--- config.mk ---
export PLATFORM = sky130hd
export DESIGN_NAME = mix_div30
export DESIGN_NICKNAME = d
export VERILOG_FILES = /design/src/rtl/mix_div30.sv
export SDC_FILE = /design/constraint.sdc
export NUM_CORES = 1
export LEC_CHECK = 0
export BUFFER_PORTS_ARGS = -buffer_cell sky130_fd_sc_hd__buf_2
export CORE_MARGIN = 2
export CORE_UTILIZATION = 45
export DETAILED_ROUTE_END_ITERATION = 7
export PLACE_DENSITY = 0.66
export SLEW_MARGIN = 25
export SYNTH_ARGS = -nofsm -noshare
export SYNTH_HDL_FRONTEND = slang
export SYNTH_SLANG_ARGS = --single-unit
--- constraint.sdc ---
create_clock -name clk -period 8.25 [get_ports clk]
set_clock_uncertainty 0.15 [all_clocks]
set_input_delay 0.4125 -clock clk [delete_from_list [all_inputs] [get_ports clk]]
set_output_delay 0.4125 -clock clk [all_outputs]
set_load 0.03 [all_outputs]
--- src/rtl/mix_div30.sv ---
// Sequential sign-magnitude divider for MIX DIV: |rA|:|rX| / |V| -> q (rA), r (rX).
// Restoring, one quotient bit per cycle; define MIX_DIV_RADIX4_EN for two bits per cycle.
module mix_div30 #(
  parameter int unsigned WIDTH = 30
) (
  input  logic             clk,
  input  logic             reset,
  input  logic             start,
  input  logic [WIDTH:0]   a,
  input  logic [WIDTH:0]   x,
  input  logic [WIDTH:0]   v,
  output logic             busy,
  output logic             done,
  output logic [WIDTH:0]   q,
  output logic [WIDTH:0]   r,
  output logic             overflow
);

`ifdef MIX_DIV_RADIX4_EN
  localparam int unsigned Iters = WIDTH / 2;
`else
  localparam int unsigned Iters = WIDTH;
`endif
  localparam int unsigned CntW = $clog2(Iters + 1);
  localparam logic [CntW-1:0] CntLast = CntW'(Iters - 1);

  typedef enum logic [1:0] {
    StIdle,
    StRun,
    StFin
  } state_e;

  state_e           state_q;
  logic [WIDTH:0]   rem_q;
  logic [WIDTH-1:0] shreg_q;
  logic [WIDTH-1:0] dv_q;
  logic [CntW-1:0]  cnt_q;
  logic             sa_q;
  logic             sv_q;

  // One restoring step: shift {rem, sh} left, trial-subtract dv, shift in the quotient bit.
  function automatic logic [2*WIDTH:0] div_step(input logic [WIDTH:0]   rem,
                                                input logic [WIDTH-1:0] sh,
                                                input logic [WIDTH-1:0] dv);
    logic [WIDTH+1:0] wide;
    logic             qb;
    wide = {rem, sh[WIDTH-1]};
    qb   = (wide >= {2'b00, dv});
    if (qb) begin
      wide = wide - {2'b00, dv};
    end
    div_step = {wide[WIDTH:0], sh[WIDTH-2:0], qb};
  endfunction

  logic [2*WIDTH:0] step1;
  logic [2*WIDTH:0] step_res;
  logic [WIDTH:0]   rem_n;
  logic [WIDTH-1:0] shreg_n;

  always_comb begin
    step1 = div_step(rem_q, shreg_q, dv_q);
`ifdef MIX_DIV_RADIX4_EN
    step_res = div_step(step1[2*WIDTH:WIDTH], step1[WIDTH-1:0], dv_q);
`else
    step_res = step1;
`endif
    rem_n   = step_res[2*WIDTH:WIDTH];
    shreg_n = step_res[WIDTH-1:0];
  end

  logic ovf_start;
  assign ovf_start = (a[WIDTH-1:0] >= v[WIDTH-1:0]);

  always_ff @(posedge clk) begin
    if (reset) begin
      state_q  <= StIdle;
      busy     <= 1'b0;
      done     <= 1'b0;
      overflow <= 1'b0;
      q        <= '0;
      r        <= '0;
      rem_q    <= '0;
      shreg_q  <= '0;
      dv_q     <= '0;
      cnt_q    <= '0;
      sa_q     <= 1'b0;
      sv_q     <= 1'b0;
    end else begin
      unique case (state_q)
        StIdle: begin
          done <= 1'b0;
          if (start) begin
            sa_q <= a[WIDTH];
            sv_q <= v[WIDTH];
            dv_q <= v[WIDTH-1:0];
            if (ovf_start) begin
              // Quotient would not fit: hand back the operands untouched.
              state_q  <= StFin;
              busy     <= 1'b0;
              done     <= 1'b1;
              overflow <= 1'b1;
              q        <= a;
              r        <= x;
            end else begin
              state_q <= StRun;
              busy    <= 1'b1;
              rem_q   <= {1'b0, a[WIDTH-1:0]};
              shreg_q <= x[WIDTH-1:0];
              cnt_q   <= '0;
            end
          end
        end
        StRun: begin
          rem_q   <= rem_n;
          shreg_q <= shreg_n;
          cnt_q   <= cnt_q + 1'b1;
          if (cnt_q == CntLast) begin
            state_q  <= StFin;
            busy     <= 1'b0;
            done     <= 1'b1;
            overflow <= 1'b0;
            q        <= {sa_q ^ sv_q, shreg_n};
            r        <= {sa_q, rem_n[WIDTH-1:0]};
          end
        end
        StFin: begin
          state_q <= StIdle;
          done    <= 1'b0;
        end
        default: begin
          state_q <= StIdle;
          busy    <= 1'b0;
          done    <= 1'b0;
        end
      endcase
    end
  end

endmodule

==> results.txt, run 1 <==
Status -> finished, final reports clean
Crit end category -> register
Area contributors post-synth -> dfxtp_1, nand2_1, ha_1, a311oi_1, nor2_1
Fmax -> 0.274 GHz
Initial Util -> 0.461
Worst Hold End -> dv_q[20]$_SDFFE_PP0P_
Most frequent cells in the layout -> nand2_1, dfxtp_1, buf_2
Dpl cell area -> 10700 sq um
Number of synthesized flops with an enable pin -> 0
FF-to-FF path depth -> 11
# rows -> 53
Syn nets -> 1434
Post-CTS Setup Bufs -> 0
Total gr overflow -> 0
Worst path cell trace -> inv_1 > ha_1 > a21o_1 > a21o_1 > a21o_1 > a31oi_1 > and3_1 > buf_4 > nor2_1 > a211oi_1 > a311oi_1
PostCTS Resize Cnt -> 0
Placer Congestion -> 0.960
Final setup fails -> 0
Cell variety after synth -> 74
Most common library cell in the layout ignoring fill and taps -> nand2_1
Min-delay worst type -> in -> reg
Final ANT Viol Nets -> 0
Synth Flop Type -> dfxtp_1
Cell taking the most area after synthesis -> dfxtp_1
Area growth syn-to-layout -> 15.3%
Worst Hold Depth -> 3
Overall routing resource usage -> 0.287
Post-layout util -> 0.532
Die W -> 152 microns
Asr flop ratio synth -> 0
Critical Path RT -> 8.36 ns
Post-Syn Area per Cell -> 7.68 sq um
Worst setup SP type -> register
HP Start -> v[20]
Hold_ws -> 0.0627 ns
Clock transition at path regs -> 0.07 ns
WS Path Type -> reg -> reg
CP top delay family -> compound AO/OA/AOI/OAI gates
Initial antenna violation count -> 0
RR Startpoint -> dv_q[25]$_SDFFE_PP0P_
Share of the synthesized area in the top cell type -> 0.337
Via count -> 9882
CTS buffer count -> 17
Arrival @ worst endpoint -> 3.76 ns
CTS Sinks -> 165
Wire per inst -> 19.9 microns
Final Max Slew Viols -> 0
Die Y -> 152 microns
Worst-Margin Slew -> 0.929 ns
NumNets Final -> 1535
DRT Wirelength -> 33200 microns
Crit path largest cell delay -> 0.50 ns
Die area -> 23000 sq um
Fin. Hold Viols -> 0
CP max stage cell -> a211oi_1
Syn Inst Count -> 1275
Largest net degree at the start of global routing -> 82
Detailed Route Iter0 Violations -> 697
Synth warnings -> 0
Clock tree buffer depth -> 2
Relative slew margins -> 0.381
CP Max Fanout -> 43
Final min period -> 3.65 ns
Fill count -> 2128
First-pass GRT wire length -> 50600 microns
Unrepaired setup endpoints after global routing -> false
PwrDens -> 275 nW/um^2
DRC -> 0
Post-route cell area -> 11300 sq um
Register area share after synthesis -> 0.337
Lkg Pwr -> 4.93 nW
Final Cycle Share -> 0.442
CTS tree -> yes
Worst reg2reg setup slack -> 4.60 ns
Detailed Place HPWL -> 24000 microns
CP dominant cell by count -> a21o_1
Ratio of cells with drive above 1 in the final layout -> 0.165
Ports -> 161
Buffers on Ports -> 160
Clock Tree Root -> clkbuf_16
1st-pass router iterations -> 5
CORE AREA -> 21200 sq um
Fin Setup TNS -> 0 ns
VDD IR-drop max -> 0.159 mV
# H-tree levels -> 4
Worst r2r dst -> rem_q[9]$_SDFFE_PP0P_
Vias in the first global route -> 9409
Critical path buffers and inverters -> 2
Max Cap Viol -> 0
Post-Syn Area -> 9790 sq um
Clock latency at the later pin of the worst-skew pair -> 0.44 ns
Hold-fix buffers at CTS -> 0
Via/cell ratio -> 5.94
#FFs+latches synth -> 165
==> worst max-delay path by stage <==
| stage | cells after the start | endpoint | startpoint |
|---|---|---|---|
| floorplan | 11 | r[14]$_SDFFE_PP0P_ | shreg_q[29]$_SDFFE_PP0P_ |
| global placement | 11 | r[3]$_SDFFE_PP0P_ | a[19] |
| detailed placement | 11 | r[3]$_SDFFE_PP0P_ | a[19] |
| CTS | 7 | r[4]$_SDFFE_PP0P_ | state_q[0]$_SDFFE_PP0P_ |
| global route | 11 | rem_q[6]$_SDFFE_PP0P_ | dv_q[25]$_SDFFE_PP0P_ |
| finish | 11 | rem_q[9]$_SDFFE_PP0P_ | dv_q[25]$_SDFFE_PP0P_ |
==> Yosys cell counts, drive strengths merged, types with 3 or more instances <==
library cell	count
nand2b	20
o31ai	18
a311oi	79
mux2i	5
nand3	21
mux2	8
and3	6
nor4	3
a211oi	18
o21ai	46
dfxtp	165
nand2	272
clkbuf	63
a21boi	3
nand4	14
nor3	14
o21a	5
inv	68
a32o	9
nor2	122
a211o	4
and2	3
nor2b	8
a21oi	89
a21o	20
xnor2	13
ha	62
o211ai	10
a2111oi	4
buf	25
o211a	12
or3	8
o221ai	3
a31oi	8
or2	4
o21bai	5
xor2	8
==> registers in the layout (all words and copies together) (netlist names), 2 cells and up <==
signal,count
rem_q,31
r,31
q,31
dv_q,30
cnt_q,5
state_q,2
shreg_q,30
==> per-layer routing <==
| layer | track usage | wire length [microns] | up-vias |
|---|---|---|---|
| li1 | - | - | 4739 |
| met1 | 0.352 | 13600 | 4647 |
| met2 | 0.493 | 15900 | 410 |
| met3 | 0.0395 | 2140 | 86 |
| met4 | 0.147 | 1580 | 0 |
| met5 | 0 | 0 | - |
==> metrics by stage <==
step | worst slack [ns] | instances | total power [W]
3_5_place_dp | 4.30 | 1632 | 0.00226
5_1_grt | 4.41 | 1663 | 0.00328
3_3_place_gp | 4.29 | 1632 | 0.00226
4_1_cts | 4.56 | 1663 | 0.00310
2_1_floorplan | 5.41 | 1275 | 0.00191
6_report | 4.60 | 1665 | 0.00311
==> logic make-up after synthesis <==
family	count (synthesis)	synth area share
and+or+nand+nor	501	0.219
buffers and inverters	157	0.0652
AOI/OAI and AO/OA	355	0.264
xor gates and xnor gates	21	0.0188
muxes	13	0.0143
DFF	165	0.337
adders and majority gates	63	0.0813
==> worst register-to-register path, cell delays in order (launching register included) <==
cell,delay (ns)
dfxtp_1,0.34
inv_1,0.05
ha_1,0.41
a21o_1,0.24
a21o_1,0.18
a21o_1,0.20
a31oi_1,0.34
and3_1,0.38
buf_4,0.46
nor2_1,0.11
a211oi_1,0.50
a311oi_1,0.11
==> cell type report <==
type | instances | area (sq um) | area share
antenna | 2 | 5.00 | 0.000443
clock buffer | 18 | 439 | 0.0389
clock inverter | 13 | 166 | 0.0147
inverter | 69 | 259 | 0.0229
multi-input combinational | 953 | 5890 | 0.522
sequential | 165 | 3300 | 0.293
tap | 275 | 344 | 0.0305
timing repair buffer | 170 | 878 | 0.0778
==> where the power goes <==
| part | total (W) | leakage [nW] | internal [W] | switching [W] |
|---|---|---|---|---|
| clock network | 0.000839 | 0.292 | 0.000465 | 0.000374 |
| registers | 0.000982 | 1.36 | 0.000903 | 0.0000784 |
| logic | 0.00129 | 3.28 | 0.000435 | 0.000852 |
| total | 0.00311 | 4.93 | 0.00180 | 0.00130 |
(Power assumes the default switching activity.)
==> inputs of run 2 (changes only) <==
==> constraint.sdc (replaced) <==
create_clock -name clk -period 3.5 [get_ports clk]
set_clock_uncertainty 0.15 [all_clocks]
set_input_delay 0.175 -clock clk [delete_from_list [all_inputs] [get_ports clk]]
set_output_delay 0.175 -clock clk [all_outputs]
set_load 0.03 [all_outputs]
==> run 2 against run 1 <==
Power is 140% higher. Core utilization rose by 5.2 points. Worst setup slack got worse by 4.4 ns. Routed wire length is 2.2% higher. Cell area rose by 9.8%.
==> results.txt, run 2 (synthesized netlist as in run 1, its figures left out) <==
Detailed Place HPWL -> 24300 microns
Area growth syn-to-layout -> 26.6%
Arrival @ worst endpoint -> 3.50 ns
RR Startpoint -> shreg_q[29]$_SDFFE_PP0P_
Vias in the first global route -> 9840
Max Cap Viol -> 0
Register area -> 3300 sq um
CTS buffer count -> 17
Clock transition at path regs -> 0.07 ns
DRT Wirelength -> 33900 microns
Post-layout util -> 0.584
Die area -> 23000 sq um
HP Start -> reset
Final setup fails -> 0
Grt met3 use -> 0.0497
Total gr overflow -> 0
Clock Tree Root -> clkbuf_16
Hold_ws -> 0.0471 ns
Biggest regs -> q x31, r x31, rem_q x31
Buffers on Ports -> 160
Clock tree buffer depth -> 2
Pre-CTS WS -> 0.301 ns
Worst Hold End -> r[14]$_SDFFE_PP0P_
Antenna Cells -> 0
Via count -> 10300
Final WS setup -> 0.181 ns
Ports -> 161
Post-CTS Setup Bufs -> 0
Largest net degree at the start of global routing -> 74
Initial antenna violation count -> 0
Initial Util -> 0.461
1st-pass router iterations -> 5
Unrepaired setup endpoints after global routing -> false
CTS Sinks -> 165
Placer Congestion -> 0.952
Via/cell ratio -> 5.81
# rows -> 53
Clock latency at the later pin of the worst-skew pair -> 0.43 ns
Fill count -> 1950
Worst reg2reg setup slack -> 0.26 ns
Final Max Slew Viols -> 0
# H-tree levels -> 4
Worst r2r dst -> r[14]$_SDFFE_PP0P_
Ratio of cells with drive above 1 in the final layout -> 0.165
Grt met2 use -> 0.498
Detailed Route Iter0 Violations -> 677
Final ANT Viol Nets -> 0
FF-to-FF path depth -> 11
First-pass GRT wire length -> 51900 microns
DRC -> 0
Worst setup SP type -> input pin
Fin. Hold Viols -> 0
CORE AREA -> 21200 sq um
WS Path Type -> in -> reg
VDD IR-drop max -> 0.352 mV
Status -> finished, final reports clean
Overall routing resource usage -> 0.292
Post-route cell area -> 12400 sq um
Grt met1 use -> 0.356
CP Max Fanout -> 18
Wire per inst -> 19.1 microns
Critical Path RT -> 3.68 ns
Final Cycle Share -> 0.948
Most common library cell in the layout ignoring fill and taps -> nand2_1
Die W -> 152 microns
Dpl cell area -> 10800 sq um
PwrDens -> 605 nW/um^2
Area taken by multi-input logic gates -> 5890 sq um
Worst-Margin Slew -> 0.799 ns
Crit. Startpoint -> a[19]
Lkg Pwr -> 5.43 nW
Busiest grt layer -> met2
Die Y -> 152 microns
Most frequent cells in the layout -> nand2_1, dfxtp_1, buf_2
Crit end category -> register
Relative slew margins -> 0.467
Min-delay worst type -> in -> reg
Fin Setup TNS -> 0 ns
Fmax -> 0.301 GHz
Final min period -> 3.32 ns
NumNets Final -> 1647
Worst Hold Depth -> 3
CTS tree -> yes
[run 2: changes by cell type in the layout (fill, tap and decap cells not counted), sizes merged]
cell	change
inv	+2
diode	-2
dlygate4sd3	+93
buf	+19
clkinvlp	-1
[run 2: layer usage]
metal  up-vias  share of wire
li1       4966              -
met4         0          0.050
met3        89          0.063
met5         -              0
met1      4865           0.41
met2       407           0.47
[run 2: worst max-delay path by stage]
stage	slack (ns)	end
floorplan	0.66	r[14]$_SDFFE_PP0P_
finish	0.18	shreg_q[11]$_SDFFE_PP0P_
detailed placement	0.30	r[14]$_SDFFE_PP0P_
global placement	0.39	r[10]$_SDFFE_PP0P_
global route	0.02	shreg_q[11]$_SDFFE_PP0P_
CTS	0.25	shreg_q[11]$_SDFFE_PP0P_
[run 2: repair_timing]
| item | in CTS | in global routing |
|---|---|---|
| endpoints found under the setup margin | 0 | 19 |
| hold buffers | 93 | 0 |
| endpoints found under the hold margin | 136 | 0 |
| resized for setup | 0 | 1 |
[run 2: where the power goes]
| group | internal (W) | switching [W] |
|---|---|---|
| sequential | 0.00213 | 0.000200 |
| clock | 0.00111 | 0.000890 |
| combinational | 0.00117 | 0.00199 |
| total | 0.00441 | 0.00308 |
[run 2: layout make-up]
| cell class | count | area share |
|---|---|---|
| inverters | 69 | 0.0209 |
| clock buffers | 18 | 0.0354 |
| flip-flops and latches | 165 | 0.267 |
| repair buffers | 282 | 0.159 |
| multi-input cells | 953 | 0.475 |
| clock inverters | 14 | 0.0146 |
| well taps | 275 | 0.0278 |
[run 2: critical path, cell delays in order]
cell and delay (ns):
dlygate4sd3_1 0.54, buf_2 0.15, ha_1 0.31, a21o_1 0.18
a21o_1 0.17, a21o_1 0.18, a221oi_2 0.37, o211ai_1 0.26
nor2_4 0.46, buf_4 0.32, nand2_1 0.08, a311oi_1 0.29
[run 2: metrics by stage]
stage          total power, W  std cells
2_1_floorplan         0.00451       1275
3_3_place_gp          0.00538       1651
3_5_place_dp          0.00539       1651
4_1_cts               0.00746       1776
5_1_grt               0.00789       1776
6_report              0.00749       1776
==> inputs of run 3 (changes only) <==
--- a/config.mk
+++ b/config.mk
@@ -9,7 +9,7 @@
 export CORE_MARGIN = 2
 export CORE_UTILIZATION = 45
 export DETAILED_ROUTE_END_ITERATION = 7
-export PLACE_DENSITY = 0.66
+export PLACE_DENSITY_LB_ADDON = 0.3
 export SLEW_MARGIN = 25
 export SYNTH_ARGS = -nofsm -noshare
 export SYNTH_HDL_FRONTEND = slang
==> run 3 against run 2 <==
First-iteration DRC count increased by 28%. Worst setup slack better by 0.016 ns. Core utilization down 0.24 points. Via count decreased by 0.76%. Power is 1.8% lower. Non-clock buffer count decreased by 3. Sequential power about the same. Combinational power about the same. Largest cell class unchanged. Critical path depth is the same. Sequential share of layout area grew 0.11 points. Die area stayed put. Clock power down 6%.
==> results.txt, run 3 (synthesized netlist as in run 1, its figures left out) <==
Wire per inst -> 19.0 microns
FF-to-FF path depth -> 11
Overall routing resource usage -> 0.292
PostCTS Resize Cnt -> 0
Ports -> 161
WS Path Type -> in -> reg
DP Cell Count -> 1648
VDD IR-drop max -> 0.338 mV
Initial Util -> 0.461
Ratio of cells with drive above 1 in the final layout -> 0.162
Post-layout util -> 0.582
Crit end category -> register
Worst-Margin Slew -> 0.854 ns
DRC -> 0
Relative slew margins -> 0.431
Largest net degree at the start of global routing -> 79
Crit path largest cell delay -> 0.55 ns
Initial antenna violation count -> 0
Via/cell ratio -> 5.78
Arrival @ worst endpoint -> 3.47 ns
Clock latency at the later pin of the worst-skew pair -> 0.43 ns
Max Cap Viol -> 0
CP dominant cell by count -> a21o_1
CTS buffer count -> 17
Worst r2r dst -> r[14]$_SDFFE_PP0P_
CTS Sinks -> 165
Fin. Hold Viols -> 0
Clock tree buffer depth -> 2
Post-CTS Setup Bufs -> 0
Final Max Slew Viols -> 0
CP Max Fanout -> 17
Detailed Place HPWL -> 23800 microns
Biggest regs -> q x31, r x31, rem_q x31
CTS tree -> yes
CP max stage cell -> dlygate4sd3_1
Most frequent cells in the layout -> nand2_1, dfxtp_1, buf_2
# rows -> 53
Placer Congestion -> 0.921
First-pass GRT wire length -> 52000 microns
Clock transition at path regs -> 0.07 ns
Min-delay worst type -> in -> reg
Clock Tree Root -> clkbuf_16
Total gr overflow -> 0
PwrDens -> 596 nW/um^2
Die W -> 152 microns
Final min period -> 3.30 ns
HP Start -> start
Critical Path RT -> 3.67 ns
Hold-fix buffers at CTS -> 93
Via count -> 10200
Lkg Pwr -> 5.40 nW
Worst Hold End -> r[18]$_SDFFE_PP0P_
NumNets Final -> 1644
Worst Hold Depth -> 6
Status -> finished, final reports clean
Antenna Cells -> 0
Fin Setup TNS -> 0 ns
Most common library cell in the layout ignoring fill and taps -> nand2_1
Area growth syn-to-layout -> 26.1%
# H-tree levels -> 4
Die area -> 23000 sq um
1st-pass router iterations -> 5
Final setup fails -> 0
RR Startpoint -> shreg_q[29]$_SDFFE_PP0P_
Layout Cells excl Fill -> 1773
Worst setup SP type -> input pin
Unrepaired setup endpoints after global routing -> false
Final Cycle Share -> 0.944
Detailed Route Iter0 Violations -> 866
DRT Wirelength -> 33700 microns
Die Y -> 152 microns
Worst path cell trace -> dlygate4sd3_1 > buf_2 > ha_1 > a21o_1 > a21o_1 > a21o_1 > a221oi_2 > o211ai_1 > nor2_4 > buf_4 > mux2_2 > o211a_1
Final ANT Viol Nets -> 0
Fmax -> 0.303 GHz
Vias in the first global route -> 9966
Worst reg2reg setup slack -> 0.31 ns
Buffers on Ports -> 160
CORE AREA -> 21200 sq um
run 3: layout make-up:
| type | instances | area, sq um |
|---|---|---|
| multi-input combinational | 953 | 5890 |
| fill | 1938 | 8880 |
| inverter | 69 | 259 |
| tap | 275 | 344 |
| clock inverter | 12 | 138 |
| sequential | 165 | 3300 |
| timing repair buffer | 279 | 1970 |
| clock buffer | 20 | 447 |
run 3: worst max-delay path, delay by kind of cell:
family,cells,cell delay [ns]
muxes,1,0.36
and+or+nand+nor,1,0.17
adders and majority gates,1,0.32
AOI/OAI and AO/OA,6,1.46
buffers and inverters,3,0.97
run 3: worst max-delay path by stage:
stage	slack, ns	from	depth (start not counted)	end
2_1_floorplan	0.66	shreg_q[29]$_SDFFE_PP0P_	11	r[14]$_SDFFE_PP0P_
3_3_place_gp	0.38	dv_q[11]$_SDFFE_PP0P_	10	r[14]$_SDFFE_PP0P_
3_5_place_dp	0.36	dv_q[14]$_SDFFE_PP0P_	10	r[29]$_SDFFE_PP0P_
4_1_cts	0.34	shreg_q[29]$_SDFFE_PP0P_	11	r[14]$_SDFFE_PP0P_
5_1_grt	0.05	a[27]	12	rem_q[8]$_SDFFE_PP0P_
6_report	0.20	a[19]	12	rem_q[22]$_SDFFE_PP0P_
run 3: layer usage:
metal / global-route usage / up-vias / wire length (microns)
li1: - / 4955 / -
met1: 0.354 / 4774 / 13700
met2: 0.502 / 432 / 16100
met3: 0.0431 / 87 / 2260
met4: 0.149 / 0 / 1630
met5: 0 / - / 0
run 3: through the flow:
step	area (sq um)	setup slack [ns]	hold slack (ns)	total power (W)
finish	12300	0.197	0.247	0.00736
global route	12300	0.0530	0.262	0.00778
CTS	12300	0.339	0.229	0.00733
detailed placement	10800	0.364	0.281	0.00537
global placement	10800	0.381	0.277	0.00535
floorplan	9790	0.662	0.161	0.00451
run 3: power breakdown:
group	internal (W)	leakage, nW	switching, W	total [W]
clock network	0.00103	0.282	0.000861	0.00189
logic	0.00117	3.76	0.00197	0.00314
registers	0.00213	1.36	0.000198	0.00233
total	0.00433	5.40	0.00303	0.00736
